`config.mk`:
```
export PLATFORM = sky130hd
export DESIGN_NAME = dmem_requester
export DESIGN_NICKNAME = d
export VERILOG_FILES = /design/src/rtl/dmem_requester_pkg.sv /design/src/rtl/dmem_lane_align.sv /design/src/rtl/dmem_requester.sv
export SDC_FILE = /design/constraint.sdc
export NUM_CORES = 1
export LEC_CHECK = 0
export ABC_AREA = 1
export CORE_ASPECT_RATIO = 1.4
export CORE_MARGIN = 3
export CORE_UTILIZATION = 46
export DETAILED_ROUTE_END_ITERATION = 7
export GPL_TIMING_DRIVEN = 0
export PLACE_DENSITY_LB_ADDON = 0.25
export REMOVE_ABC_BUFFERS = 1
export SYNTH_ARGS = -nofsm -noshare
export SYNTH_HDL_FRONTEND = slang
export SYNTH_SLANG_ARGS = --single-unit
```
`constraint.sdc`:
```
create_clock -name i_clk -period 4.4 [get_ports i_clk]
set_clock_uncertainty 0.15 [all_clocks]
set_input_delay 0.44 -clock i_clk [delete_from_list [all_inputs] [get_ports i_clk]]
set_output_delay 0.44 -clock i_clk [all_outputs]
set_load 0.01 [all_outputs]
```
`src/rtl/dmem_requester_pkg.sv`:
```
// rtl/dmem_requester_pkg.sv - shared size encodings and alignment helper for the data-memory requester
package dmem_requester_pkg;

  localparam logic [1:0] SIZE_B = 2'b00;
  localparam logic [1:0] SIZE_H = 2'b01;
  localparam logic [1:0] SIZE_W = 2'b10;

  // Half needs an even address, word needs a 4-byte aligned address.
  function automatic logic is_misaligned(input logic [1:0] size, input logic [1:0] off);
    return ((size == SIZE_H) && off[0]) || ((size == SIZE_W) && (off != 2'b00));
  endfunction

endpackage

```
`src/rtl/dmem_lane_align.sv`:
```
// rtl/dmem_lane_align.sv - store lane replication / byte select and load shift / extend
module dmem_lane_align (
  input  logic [1:0]  i_size,
  input  logic [1:0]  i_off,
  input  logic        i_unsigned,
  input  logic [31:0] i_wdata,
  input  logic [31:0] i_rdata,
  output logic [31:0] o_wdata,
  output logic [3:0]  o_bsv,
  output logic [31:0] o_rdata
);
  import dmem_requester_pkg::*;

  logic [31:0] w_shifted;

  // Replicate store data across lanes, build the byte mask, and right-justify/extend load data.
  always_comb begin
    w_shifted = i_rdata >> {i_off, 3'b000};
    o_wdata   = i_wdata;
    o_bsv     = 4'b1111;
    o_rdata   = w_shifted;
    case (i_size)
      SIZE_B: begin
        o_wdata = {4{i_wdata[7:0]}};
        o_bsv   = 4'b0001 << i_off;
        o_rdata = i_unsigned ? {24'h0, w_shifted[7:0]} : {{24{w_shifted[7]}}, w_shifted[7:0]};
      end
      SIZE_H: begin
        o_wdata = {2{i_wdata[15:0]}};
        o_bsv   = 4'b0011 << i_off;
        o_rdata = i_unsigned ? {16'h0, w_shifted[15:0]} : {{16{w_shifted[15]}}, w_shifted[15:0]};
      end
      default: ;
    endcase
  end

endmodule

```
`src/rtl/dmem_requester.sv`:
```
// rtl/dmem_requester.sv - single-outstanding load/store initiator for the word-addressed data memory
module dmem_requester #(
  parameter int ADDR_BITS      = 32,
  parameter int TIMEOUT_CYCLES = 64
) (
  input  logic                 i_clk,
  input  logic                 i_reset,
  input  logic                 i_req_valid,
  output logic                 o_req_ready,
  input  logic                 i_req_we,
  input  logic [ADDR_BITS-1:0] i_req_addr,
  input  logic [1:0]           i_req_size,
  input  logic                 i_req_unsigned,
  input  logic [31:0]          i_req_wdata,
  output logic                 o_rsp_valid,
  output logic                 o_rsp_err,
  output logic [31:0]          o_rsp_rdata,
  output logic [ADDR_BITS-3:0] o_mem_addr,
  output logic                 o_mem_ren,
  output logic                 o_mem_wen,
  output logic [31:0]          o_mem_wdata,
  output logic [3:0]           o_mem_bsv,
  input  logic [31:0]          i_mem_rdata,
  input  logic                 i_mem_ready
);
  import dmem_requester_pkg::*;

  localparam int CNT_W = $clog2(TIMEOUT_CYCLES + 1);

  typedef enum logic [1:0] {
    ST_IDLE     = 2'd0,
    ST_RD_ISSUE = 2'd1,
    ST_RD_WAIT  = 2'd2,
    ST_WR_ISSUE = 2'd3
  } state_t;

  state_t                 r_state;
  state_t                 w_state_next;
  logic [CNT_W-1:0]       r_cnt;
  logic [1:0]             r_size;
  logic [1:0]             r_off;
  logic                   r_unsigned;
  logic                   r_rsp_valid;
  logic                   r_rsp_err;
  logic [31:0]            r_rsp_rdata;
  logic [ADDR_BITS-3:0]   r_mem_addr;
  logic                   r_mem_ren;
  logic                   r_mem_wen;
  logic [31:0]            r_mem_wdata;
  logic [3:0]             r_mem_bsv;

  logic                   w_accept;
  logic                   w_misaligned;
  logic                   w_rsp_set;
  logic                   w_rsp_err_set;
  logic                   w_rd_capture;
  logic [1:0]             w_al_size;
  logic [1:0]             w_al_off;
  logic [31:0]            w_al_wdata;
  logic [3:0]             w_al_bsv;
  logic [31:0]            w_al_rdata;

  assign o_req_ready = (r_state == ST_IDLE);
  assign o_rsp_valid = r_rsp_valid;
  assign o_rsp_err   = r_rsp_err;
  assign o_rsp_rdata = r_rsp_rdata;
  assign o_mem_addr  = r_mem_addr;
  assign o_mem_ren   = r_mem_ren;
  assign o_mem_wen   = r_mem_wen;
  assign o_mem_wdata = r_mem_wdata;
  assign o_mem_bsv   = r_mem_bsv;

  // In IDLE the aligner sees the incoming request (store lanes); otherwise the latched load shape.
  assign w_al_size = (r_state == ST_IDLE) ? i_req_size      : r_size;
  assign w_al_off  = (r_state == ST_IDLE) ? i_req_addr[1:0] : r_off;

  dmem_lane_align u_align (
    .i_size     (w_al_size),
    .i_off      (w_al_off),
    .i_unsigned (r_unsigned),
    .i_wdata    (i_req_wdata),
    .i_rdata    (i_mem_rdata),
    .o_wdata    (w_al_wdata),
    .o_bsv      (w_al_bsv),
    .o_rdata    (w_al_rdata)
  );

  // Next state and response decisions; ready is ignored in RD_ISSUE since memory still shows idle.
  always_comb begin
    w_state_next  = r_state;
    w_accept      = i_req_valid && (r_state == ST_IDLE);
    w_misaligned  = is_misaligned(i_req_size, i_req_addr[1:0]);
    w_rsp_set     = 1'b0;
    w_rsp_err_set = 1'b0;
    w_rd_capture  = 1'b0;
    case (r_state)
      ST_IDLE: begin
        if (w_accept) begin
          if (w_misaligned) begin
            w_rsp_set     = 1'b1;
            w_rsp_err_set = 1'b1;
          end else if (i_req_we) begin
            w_state_next = ST_WR_ISSUE;
          end else begin
            w_state_next = ST_RD_ISSUE;
          end
        end
      end
      ST_RD_ISSUE: w_state_next = ST_RD_WAIT;
      ST_RD_WAIT: begin
        if (i_mem_ready) begin
          w_rsp_set    = 1'b1;
          w_rd_capture = 1'b1;
          w_state_next = ST_IDLE;
        end else if (r_cnt == CNT_W'(TIMEOUT_CYCLES - 1)) begin
          w_rsp_set     = 1'b1;
          w_rsp_err_set = 1'b1;
          w_state_next  = ST_IDLE;
        end
      end
      ST_WR_ISSUE: begin
        w_rsp_set    = 1'b1;
        w_state_next = ST_IDLE;
      end
      default: w_state_next = ST_IDLE;
    endcase
  end

  // State, timeout counter, latched request and registered memory/response outputs.
  always_ff @(posedge i_clk) begin
    if (i_reset) begin
      r_state     <= ST_IDLE;
      r_cnt       <= '0;
      r_size      <= SIZE_B;
      r_off       <= 2'b00;
      r_unsigned  <= 1'b0;
      r_rsp_valid <= 1'b0;
      r_rsp_err   <= 1'b0;
      r_rsp_rdata <= '0;
      r_mem_addr  <= '0;
      r_mem_ren   <= 1'b0;
      r_mem_wen   <= 1'b0;
      r_mem_wdata <= '0;
      r_mem_bsv   <= '0;
    end else begin
      r_state     <= w_state_next;
      r_rsp_valid <= w_rsp_set;
      r_rsp_err   <= w_rsp_err_set;
      r_rsp_rdata <= w_rd_capture ? w_al_rdata : 32'h0;
      // Strobes follow the state being entered, so each is high for exactly that one state.
      r_mem_ren   <= (w_state_next == ST_RD_ISSUE);
      r_mem_wen   <= (w_state_next == ST_WR_ISSUE);
      if ((r_state == ST_RD_WAIT) && (w_state_next == ST_RD_WAIT)) begin
        r_cnt <= r_cnt + CNT_W'(1);
      end else begin
        r_cnt <= '0;
      end
      if (w_accept && !w_misaligned) begin
        r_size      <= i_req_size;
        r_off       <= i_req_addr[1:0];
        r_unsigned  <= i_req_unsigned;
        r_mem_addr  <= i_req_addr[ADDR_BITS-1:2];
        r_mem_bsv   <= w_al_bsv;
        r_mem_wdata <= i_req_we ? w_al_wdata : 32'h0;
      end
    end
  end

endmodule

```
## Word level (Yosys, flattened, before mapping)

Index checks and enable logic that the tools add are counted.

- Add/subtract/negate cells: 1
- $mul: 0
- Divide/modulo/power cells: 0
- Magnitude comparators: 0
- Equality and inequality tests: 10
- Shift-type cells: 3
- Multiplexer cells: 23
- Bitwise operators: 2
- Reduce and logical (&&, ||, !) cells: 12

Operators with widths:

| cell | count |
|---|---|
| one-hot mux 32 bit (2 select lines) | 2 |
| two-way mux 32 bit | 3 |
| right shift 32 x 5 -> 32 bit | 1 |
| two-way mux 2 bit | 7 |
| equality test 2 bit (second input constant) | 5 |
| equality test 2 x 1 -> 1 bit (second input constant) | 4 |
| one-hot mux 2 bit (4 select lines) | 1 |
| one-hot mux 4 bit (2 select lines) | 1 |
| adder 7 x 1 -> 7 bit (second input constant) | 1 |
| equality test 7 x 6 -> 1 bit (second input constant) | 1 |
| two-way mux 1 bit | 7 |
| logical AND 1 bit | 5 |
| zero test 2 bit | 2 |
| OR reduction 2 bit | 2 |
| left shift 1 x 2 -> 4 bit (first input constant) | 1 |
| left shift 2 x 2 -> 4 bit (first input constant) | 1 |
| one-hot mux 1 bit (3 select lines) | 1 |
| inverter 1 bit | 2 |
| one-hot mux 1 bit (2 select lines) | 1 |
| nonzero test 2 bit | 1 |
| zero test 1 bit | 1 |
| logical OR 1 bit | 1 |

- Bits in registers: 116
- Bits in latches: 0
- Memory bits (writable): 0
- ROM bits: 0
- Input port bits: 104
- Output and inout port bits: 103
- Logic and storage cells: 64
- Memories kept: 0

## Logic depth before layout (Yosys ltp)

Gate-level depths: netlist of run 1.

- Depth after elaboration: 10
- Depth in mapped cells: 11
- Mapped depth without buffers: 10

## Hierarchy

From an unflattened synthesis of run 1, not the netlist that was laid out.

- Cells, all modules: 749
- Area total of the unflattened synthesis: 5250.0 µm²

By module, submodules not included:

| module | times used | cells each | area each (µm²) | seq. area each (µm²) |
|---|---|---|---|---|
| dmem_requester | 1 | 498 | 4082.7 | 2322.2 |
| dmem_lane_align | 1 | 251 | 1167.4 | 0.0 |

## Least setup slack after synthesis of run 1

Ideal clock, no wire load.

- Kind: flip-flop to flip-flop
- Start: reg r_state[1]
- End: reg r_rsp_rdata[29], in the netlist o_rsp_rdata[29]
- Library setup time: 0.109 ns
- Data arrival time: 1.407 ns
- Required time: 4.141 ns
- Setup slack: 2.734 ns
- Cell stages (with the launch flop): 10
- Buffers on the path: 1
- Period minus slack after synthesis: 1.666 ns
- Cell sequence: dfxtp_1 -> nor2_4 -> nand2_1 -> o21ai_2 -> nand3_1 -> nand3_2 -> buf_6 -> nand3_2 -> nand2_1 -> inv_1

- Word-level cells in the longest chain between the ends: 5
- Elaborated cells between the ends (all ways): 13
- Those cells by class: eq/ne: 2; shift: 1; mux: 6; bitwise: 1; reduce/logical: 3

Ends and longest elaborated chain:

| element | line | text |
|---|---|---|
| from (decl) | dmem_requester.sv:37 | `state_t r_state;` |
| from (signal assigned) | dmem_requester.sv:146 | `r_state <= w_state_next;` |
| zero test 2 bit (*) | n/a |  |
| via o_req_ready | dmem_requester.sv:9 | `output logic o_req_ready,` |
| two-way mux 2 bit | dmem_requester.sv:75 | `assign w_al_off = (r_state == ST_IDLE) ? i_req_addr[1:0] : r_off;` |
| right shift 32 x 5 -> 32 bit | dmem_lane_align.sv:18 | `w_shifted = i_rdata >> {i_off, 3'b000};` |
| two-way mux 32 bit, on equally long branches | dmem_lane_align.sv:31, dmem_lane_align.sv:26 |  |
| one-hot mux 32 bit (2 select lines) (*) | dmem_lane_align.sv:22 | `case (i_size)` |
| to (signal assigned) | dmem_requester.sv:149 | `r_rsp_rdata <= w_rd_capture ? w_al_rdata : 32'h0;` |
| to (decl) | dmem_requester.sv:45 | `logic [31:0] r_rsp_rdata;` |

Mark *: on every way through the listed nets, which the timed path passes. The rest lies on a longest branch.
A chain may end at the register's enable or synchronous reset.

## Worst setup path in the final report of run 1

- Start: in i_reset
- End: reg r_rsp_rdata[29], in the netlist o_rsp_rdata[29]

- Word-level cells in the longest chain between the ends: 1

Ends and longest elaborated chain:

| element | line | text |
|---|---|---|
| from (decl) | dmem_requester.sv:7 | `input logic i_reset,` |
| OR reduction 2 bit (no line) | n/a |  |

No other way between the ends.

==> results of run 1 <==
-- worst register-to-register path, cell delays in order, from the launching register on --
cell     delay (ns)
dfxtp_1        0.35
nor2_4         0.25
nand2_1        0.11
inv_1          0.09
nand2_2        0.38
buf_16         0.34
inv_1          0.86
o21ai_0        0.20
a21oi_1        0.20
-- placed cells by master (no fill, tap or decap), drive strengths merged --
cell             n
a211oi           1
a21oi           57
buf              2
bufinv           2
clkbuf          22
clkdlybuf4s50  205
clkinv           6
clkinvlp         2
dfxtp          116
ha               1
inv             48
nand2          186
nand3           65
nand4            1
nor2           100
nor3             3
o211ai           7
o21ai           59
o21bai           7
or2              9
xor2             2
-- final cells by class --
class	instances	area, um^2	share of cell area (%)
timing repair buffer	207	2080	27.4
multi-input combinational	498	2300	30.2
inverter	48	183	2.40
sequential	116	2320	30.5
clock buffer	22	444	5.83
tap	138	173	2.27
clock inverter	10	109	1.43
-- layer usage --
metal | share of wire [%] | vias to the layer above | global-route usage [%]
li1 | - | 2631 | -
met1 | 37 | 2471 | 26.9
met2 | 52 | 218 | 43.9
met3 | 8.5 | 29 | 9.23
met4 | 2.4 | 0 | 10.4
met5 | 0 | - | 0
-- cell families after synthesis --
family                     count (synthesis)  share of synthesized area [%]
adders and majority gates                  1                          0.250
buffers and inverters                     87                           7.86
and+or+nand+nor                          364                           30.7
DFF                                      116                           46.3
AOI/OAI and AO/OA                        131                           14.5
xor gates and xnor gates                   2                          0.350
-- power groups by stage --
stage	sequential (mW)	combinational, mW	clock, mW
3_3_place_gp	1.16	0.625	0
6_report	1.14	0.652	1.30
5_1_grt	1.15	0.720	1.37
2_1_floorplan	1.19	0.307	0
4_1_cts	1.14	0.654	1.31
3_5_place_dp	1.17	0.648	0
-- flip-flops by register name, indices dropped and copies added (netlist names) --
| register | cells |
|---|---|
| o_mem_ren | 1 |
| o_mem_wen | 1 |
| r_off | 2 |
| r_state | 2 |
| o_mem_wdata | 32 |
| o_rsp_err | 1 |
| r_size | 2 |
| r_cnt | 7 |
| o_rsp_rdata | 32 |
| o_rsp_valid | 1 |
| o_mem_addr | 30 |
| o_mem_bsv | 4 |
| r_unsigned | 1 |
-- stage by stage --
| stage | cells | utilization, % | setup slack, ns |
|---|---|---|---|
| 2_1_floorplan | 662 | - | 1.34 |
| 3_3_place_gp | 1006 | 66.9 | -0.388 |
| 3_5_place_dp | 1007 | 67.2 | -0.360 |
| 4_1_cts | 1039 | 72.5 | 0.0707 |
| 5_1_grt | 1039 | 72.4 | 0.910 |
| 6_report | 1039 | 72.4 | 1.22 |
-- worst max-delay path by stage --
stage | to | depth (start not counted)
global route | r_off[0] | 10
global placement | r_off[1] | 8
detailed placement | o_rsp_rdata[29] | 6
floorplan | r_off[0] | 7
CTS | o_rsp_rdata[29] | 6
finish | o_rsp_rdata[29] | 6
==> impl_results.md, run 1 <==
* Vias in the first global route at 5162
* Worst Hold Endpoint: r_cnt[0]
* RD Place Congestion at roughly 0.82
* FFs w/ async S/R, synth at 0%
* H-tree levels at 4
* Leak pwr at between 3 and 4 nW
* Total Power at around 3.1 mW
* GRT Util Overall at 25.0%
* DRC violation count after routing at 0
* Power density cells at 406 nW/um^2
* Buf/Inv on CP at 4
* Slowest stage delay, CP at 0.87 ns
* Worst r2r path cells at 8
* Mean Syn Cell Area at around 7.2 um^2
* Hold Crit Class: register to register
* Final instance area at ~7600 um^2
* Slowest cell on the critical path: nand3_1
* Initial antenna violation count at 0
* ANT cells at 0
* Critical path type: input pin to register
* Tmin final at 3.18 ns
* Worst-Skew Late Latency at 0.41 ns
* Clock group share of total power at 41.9%
* Routed vias/inst at 5.15
* HP Start: r_cnt[0]
* CP top delay family: buffers and inverters
* Critical path origin: i_reset
* Sequential Power Share at 37.0%
* Netlist cell types at 28
* CTS tree: done
* Reg clk slew, reported paths at 0.05 ns
* Dpl cell area at 7070 um^2
* ANT nets after route at 0
* Post-synth EDFFs at 0
* Setup repair bufs after CTS at 0
* Hold Vio Cnt, Final at 0
* Achievable Freq at 314 MHz
* Synth cell count leaders: 181 x nand2_1, 116 x dfxtp_1, 97 x nor2_1
* Synth area leaders: dfxtp_1 46%, nand2_1 14%, nor2_1 7.3%
* Core area at roughly 11000 um^2
* Bufs on Longest Clock Path at 2
* Status: finished clean
* Setup Total Neg Slack at 0 ns
* Final period utilization at 72.3%
* Share of cells above drive strength 1 at ~7%
* RSZ-0062 raised after global routing: false
* Avg WL per Cell at 14.6 um
* Combinational Power Share at 21.1%
* Post-synth top area cell: dfxtp_1
* Port Buffers at 206
* Worst-margin pin slew at about 1.2 ns
* Die width at 94.2 um
* Root Driver: clkbuf_16
* Synthesis-to-finish area growth at 51.9%
* WHS Path Cells at 1
* Slew headroom at 18.7%
* CP endpoint kind: register
* Warnings from Yosys at 0
* Post-cts hold buffer count at 0
* Sw Pwr at 860 uW
* Max_cap viols at 0
* Switch share at 27.8%
* WL final at 15200 um
* Synth top area share at 46.3%
* Most frequent CP cell: inv_1
* Grt ovf at 0
* Total CTS buffers at 17
* Reg-to-reg startpoint: r_state[1]
* First-pass GRT wire length at around 24000 um
* Worst-path fanout max at 41
* Sink Count at about 120
* Primary FF master, synth: dfxtp_1
* Post-CTS Resized at 0
* Worst Path Arrival at 3.38 ns
* Max Slew Vio Count at 0
* Critical Path RT at around 4.6 ns
* Syn Inst Count at 701
* Count leader, synth: nand2_1
* Post-Syn Area at around 5000 um^2
* Final Setup Violations at 0
* Hpwl dp at 10600 um
* Largest net degree at the start of global routing at 42
* Yosys reg bits at 116
* Critical Path, Cell by Cell: buf_2 -> inv_1 -> nand3_1 -> inv_1 -> nand2_1 -> inv_1
* Peak VDD IR at between 0.0003 and 0.0004 V
* Initial DRC Count at 283
* Nets@finish at 993
* IO Pins at 207
* Sequential element share of the synthesized area at between 40% and 50%
* Starting Density at 47.7%
* DIE AREA at 12200 um^2
* # fillers at 809
* Std cell rows at 44
* Via Count at about 5300
* Startpoint types: input pin
* Int Pwr at around 2.2 mW
* Final hold slack at 0.296 ns
* DR pass1 iterations at 5
* R2R Setup Slk at 1.38 ns
* End of the worst register-to-register path: o_mem_bsv[2]
* Die Height at ~130 um
(Power assumes the default switching activity.)
==> inputs of run 2 (changes only) <==
--- a/config.mk
+++ b/config.mk
@@ -8,7 +8,7 @@
 export ABC_AREA = 1
 export CORE_ASPECT_RATIO = 1.4
 export CORE_MARGIN = 3
-export CORE_UTILIZATION = 46
+export CORE_UTILIZATION = 43
 export DETAILED_ROUTE_END_ITERATION = 7
 export GPL_TIMING_DRIVEN = 0
 export PLACE_DENSITY_LB_ADDON = 0.25
==> constraint.sdc (replaced) <==
create_clock -name i_clk -period 2.94 [get_ports i_clk]
set_clock_uncertainty 0.15 [all_clocks]
set_input_delay 0.294 -clock i_clk [delete_from_list [all_inputs] [get_ports i_clk]]
set_output_delay 0.294 -clock i_clk [all_outputs]
set_load 0.01 [all_outputs]
==> run 2 against run 1 <==
Wire length shrank 0.83%. Die area grew 6.6%. Hold slack gained 0.015 ns. Sequential power is 50% higher. Global-route usage is 2.2 points lower. Critical path type is now register to register.
==> impl_results.md, run 2 (synthesis gave the netlist of run 1 again) <==
* RD Place Congestion at 0.794 (was 0.825)
* CP endpoint kind: register (unchanged)
* Worst-path fanout max at 38 (was 41)
* Grt ovf at 0 (unchanged)
* DIE AREA at 13000 um^2 (was 12200 um^2)
* Final hold slack at 0.310 ns (was 0.296 ns)
* Met1 Routed Length at 5880 um (was 5670 um)
* Starting Density at 44.2% (was 47.7%)
* Status: finished clean (unchanged)
* Critical path origin: r_state[1] (was i_reset)
* H-tree levels at 4 (unchanged)
* Dpl cell area at 7070 um^2 (unchanged)
* ANT cells at 0 (unchanged)
* DRC violation count after routing at 0 (unchanged)
* Avg WL per Cell at 14.4 um (was 14.6 um)
* Root Driver: clkbuf_16 (unchanged)
* Worst-Skew Late Latency at 0.40 ns (was 0.41 ns)
* Die Height at 134 um (was 130 um)
* Hold Crit Class: register to register (unchanged)
* Largest net degree at the start of global routing at 54 (was 42)
* Max_cap viols at 0 (unchanged)
* Final period utilization at 91.2%
* Tmin final at 2.68 ns
* Startpoint types: register (was input pin)
* Power density cells at 621 nW/um^2 (was 406 nW/um^2)
* Achievable Freq at 373 MHz
* IO Pins at 207 (unchanged)
* Critical Path RT at 3.14 ns (was 4.60 ns)
* Slew headroom at 20.5% (was 18.7%)
* Inst Count DP at 1013 (was 1007)
* Most common cell after layout, fill and taps aside: clkdlybuf4s50_1 (unchanged)
* Worst Path Arrival at 2.88 ns (was 3.38 ns)
* R2R Setup Slk at 0.26 ns (was 1.38 ns)
* Most frequent cells in the layout: 205 x clkdlybuf4s50_1, 180 x nand2_1, 116 x dfxtp_1 (unchanged)
* Port Buffers at 206 (unchanged)
* Reg clk slew, reported paths at 0.05 ns (about the same)
* Routed wl met2 at 7590 um (was 7830 um)
* Final instance area at 7690 um^2 (was 7610 um^2)
* Synthesis-to-finish area growth at 53.5% (was 51.9%)
* Initial antenna violation count at 0 (unchanged)
* Setup Total Neg Slack at 0 ns (unchanged)
* Final Setup Violations at 0 (unchanged)
* Via Count at 5254 (was 5349)
* Sink Count at 116 (unchanged)
* Worst r2r path cells at 9 (was 8)
* Critical path endpoint: o_rsp_rdata[22] (was o_rsp_rdata[29])
* Peak VDD IR at 0.000446 V (was 0.000301 V)
* Critical path type: register to register (was input pin to register)
* CTS tree: done (unchanged)
* GRT Util Overall at 22.8% (was 25.0%)
* Hold Vio Cnt, Final at 0 (unchanged)
* Leak pwr at 3.22 nW (was 3.20 nW)
* Routed vias/inst at 5.02 (was 5.15)
* Die width at 97.2 um (was 94.2 um)
* DR top layer: met4 (unchanged)
* Total CTS buffers at 17 (unchanged)
* RSZ-0062 raised after global routing: false (unchanged)
* Post-cts hold buffer count at 0 (unchanged)
* Core area at 11300 um^2 (was 10500 um^2)
* ANT nets after route at 0 (unchanged)
* Max Slew Vio Count at 0 (unchanged)
* WL met3 at 1390 um (was 1290 um)
* Reg-to-reg startpoint: r_state[1] (unchanged)
* DR pass1 iterations at 5 (unchanged)
* First-pass GRT wire length at 24100 um (was 24200 um)
* Worst-margin pin slew at 1.19 ns (was 1.22 ns)
* Setup repair bufs after CTS at 0 (unchanged)
* Post-layout util at 67.8% (was 72.4%)
* Cell Count, Final, Fillers Out at 1046 (was 1039)
* Initial DRC Count at 294 (was 283)
* Vias in the first global route at 4990 (was 5162)
* End of the worst register-to-register path: o_rsp_rdata[22] (was o_mem_bsv[2])
* Bufs on Longest Clock Path at 2 (unchanged)
* WL final at 15000 um (was 15200 um)
* Hpwl dp at 10200 um (was 10600 um)
* Share of cells above drive strength 1 at 7.32% (was 6.88%)
* Std cell rows at 46 (was 44)
* Nets@finish at 994 (was 993)
==> run 2: worst min-delay path by stage <==
stage	from	to	slack, ns	cells past startpoint
after global placement	r_cnt[0]	r_cnt[0]	0.28	1
after detailed placement	r_cnt[0]	r_cnt[0]	0.30	1
after floorplan	i_reset	o_mem_wdata[0]	0.21	1
final	r_cnt[0]	r_cnt[0]	0.31	1
after CTS	i_req_wdata[7]	o_mem_wdata[7]	0.30	3
after global routing	o_mem_wdata[10]	o_mem_wdata[10]	0.33	2
==> run 2: cell type report <==
class                           count  area (um^2)
Clock buffer                       24          482
Clock inverter                      8          124
Fill cell                         967         3650
Inverter                           48          183
Multi-Input combinational cell    498         2310
Sequential cell                   116         2320
Tap cell                          144          180
Timing Repair Buffer              207         2080
Timing Repair inverter              1         5.00
==> run 2: routing by layer <==
metal,vias up,track usage (%)
met5,-,0
met4,0,6.77
met3,16,8.64
met2,205,40.8
met1,2404,25.0
li1,2629,-
==> run 2: critical path, stage by stage (launching register included) <==
cell     delay (ns)
dfxtp_1        0.35
nor2_4         0.27
nand2_1        0.13
nand2_1        0.88
nand2_1        0.16
nand2_2        0.15
nand3_4        0.21
nand3_1        0.16
nand2_1        0.08
inv_1          0.07
==> run 2: where the power goes <==
part / internal, mW / switching [mW] / total, mW
combinational: 0.437 / 0.538 / 0.975
clock: 1.40 / 0.689 / 2.09
sequential: 1.67 / 0.0471 / 1.71
==> run 2: metrics by stage <==
stage          setup WS (ns)  power [mW]
6_report               0.258        4.77
5_1_grt              0.00603        4.99
4_1_cts                0.202        4.82
3_5_place_dp           -1.72        2.71
3_3_place_gp           -1.74        2.68
2_1_floorplan        -0.0123        2.24
==> run 2: timing repair <==
action	in CTS	in global routing
endpoints found under the setup margin	41	3
gates cloned	1	0
gates resized for setup	4	2
pin swaps	0	0
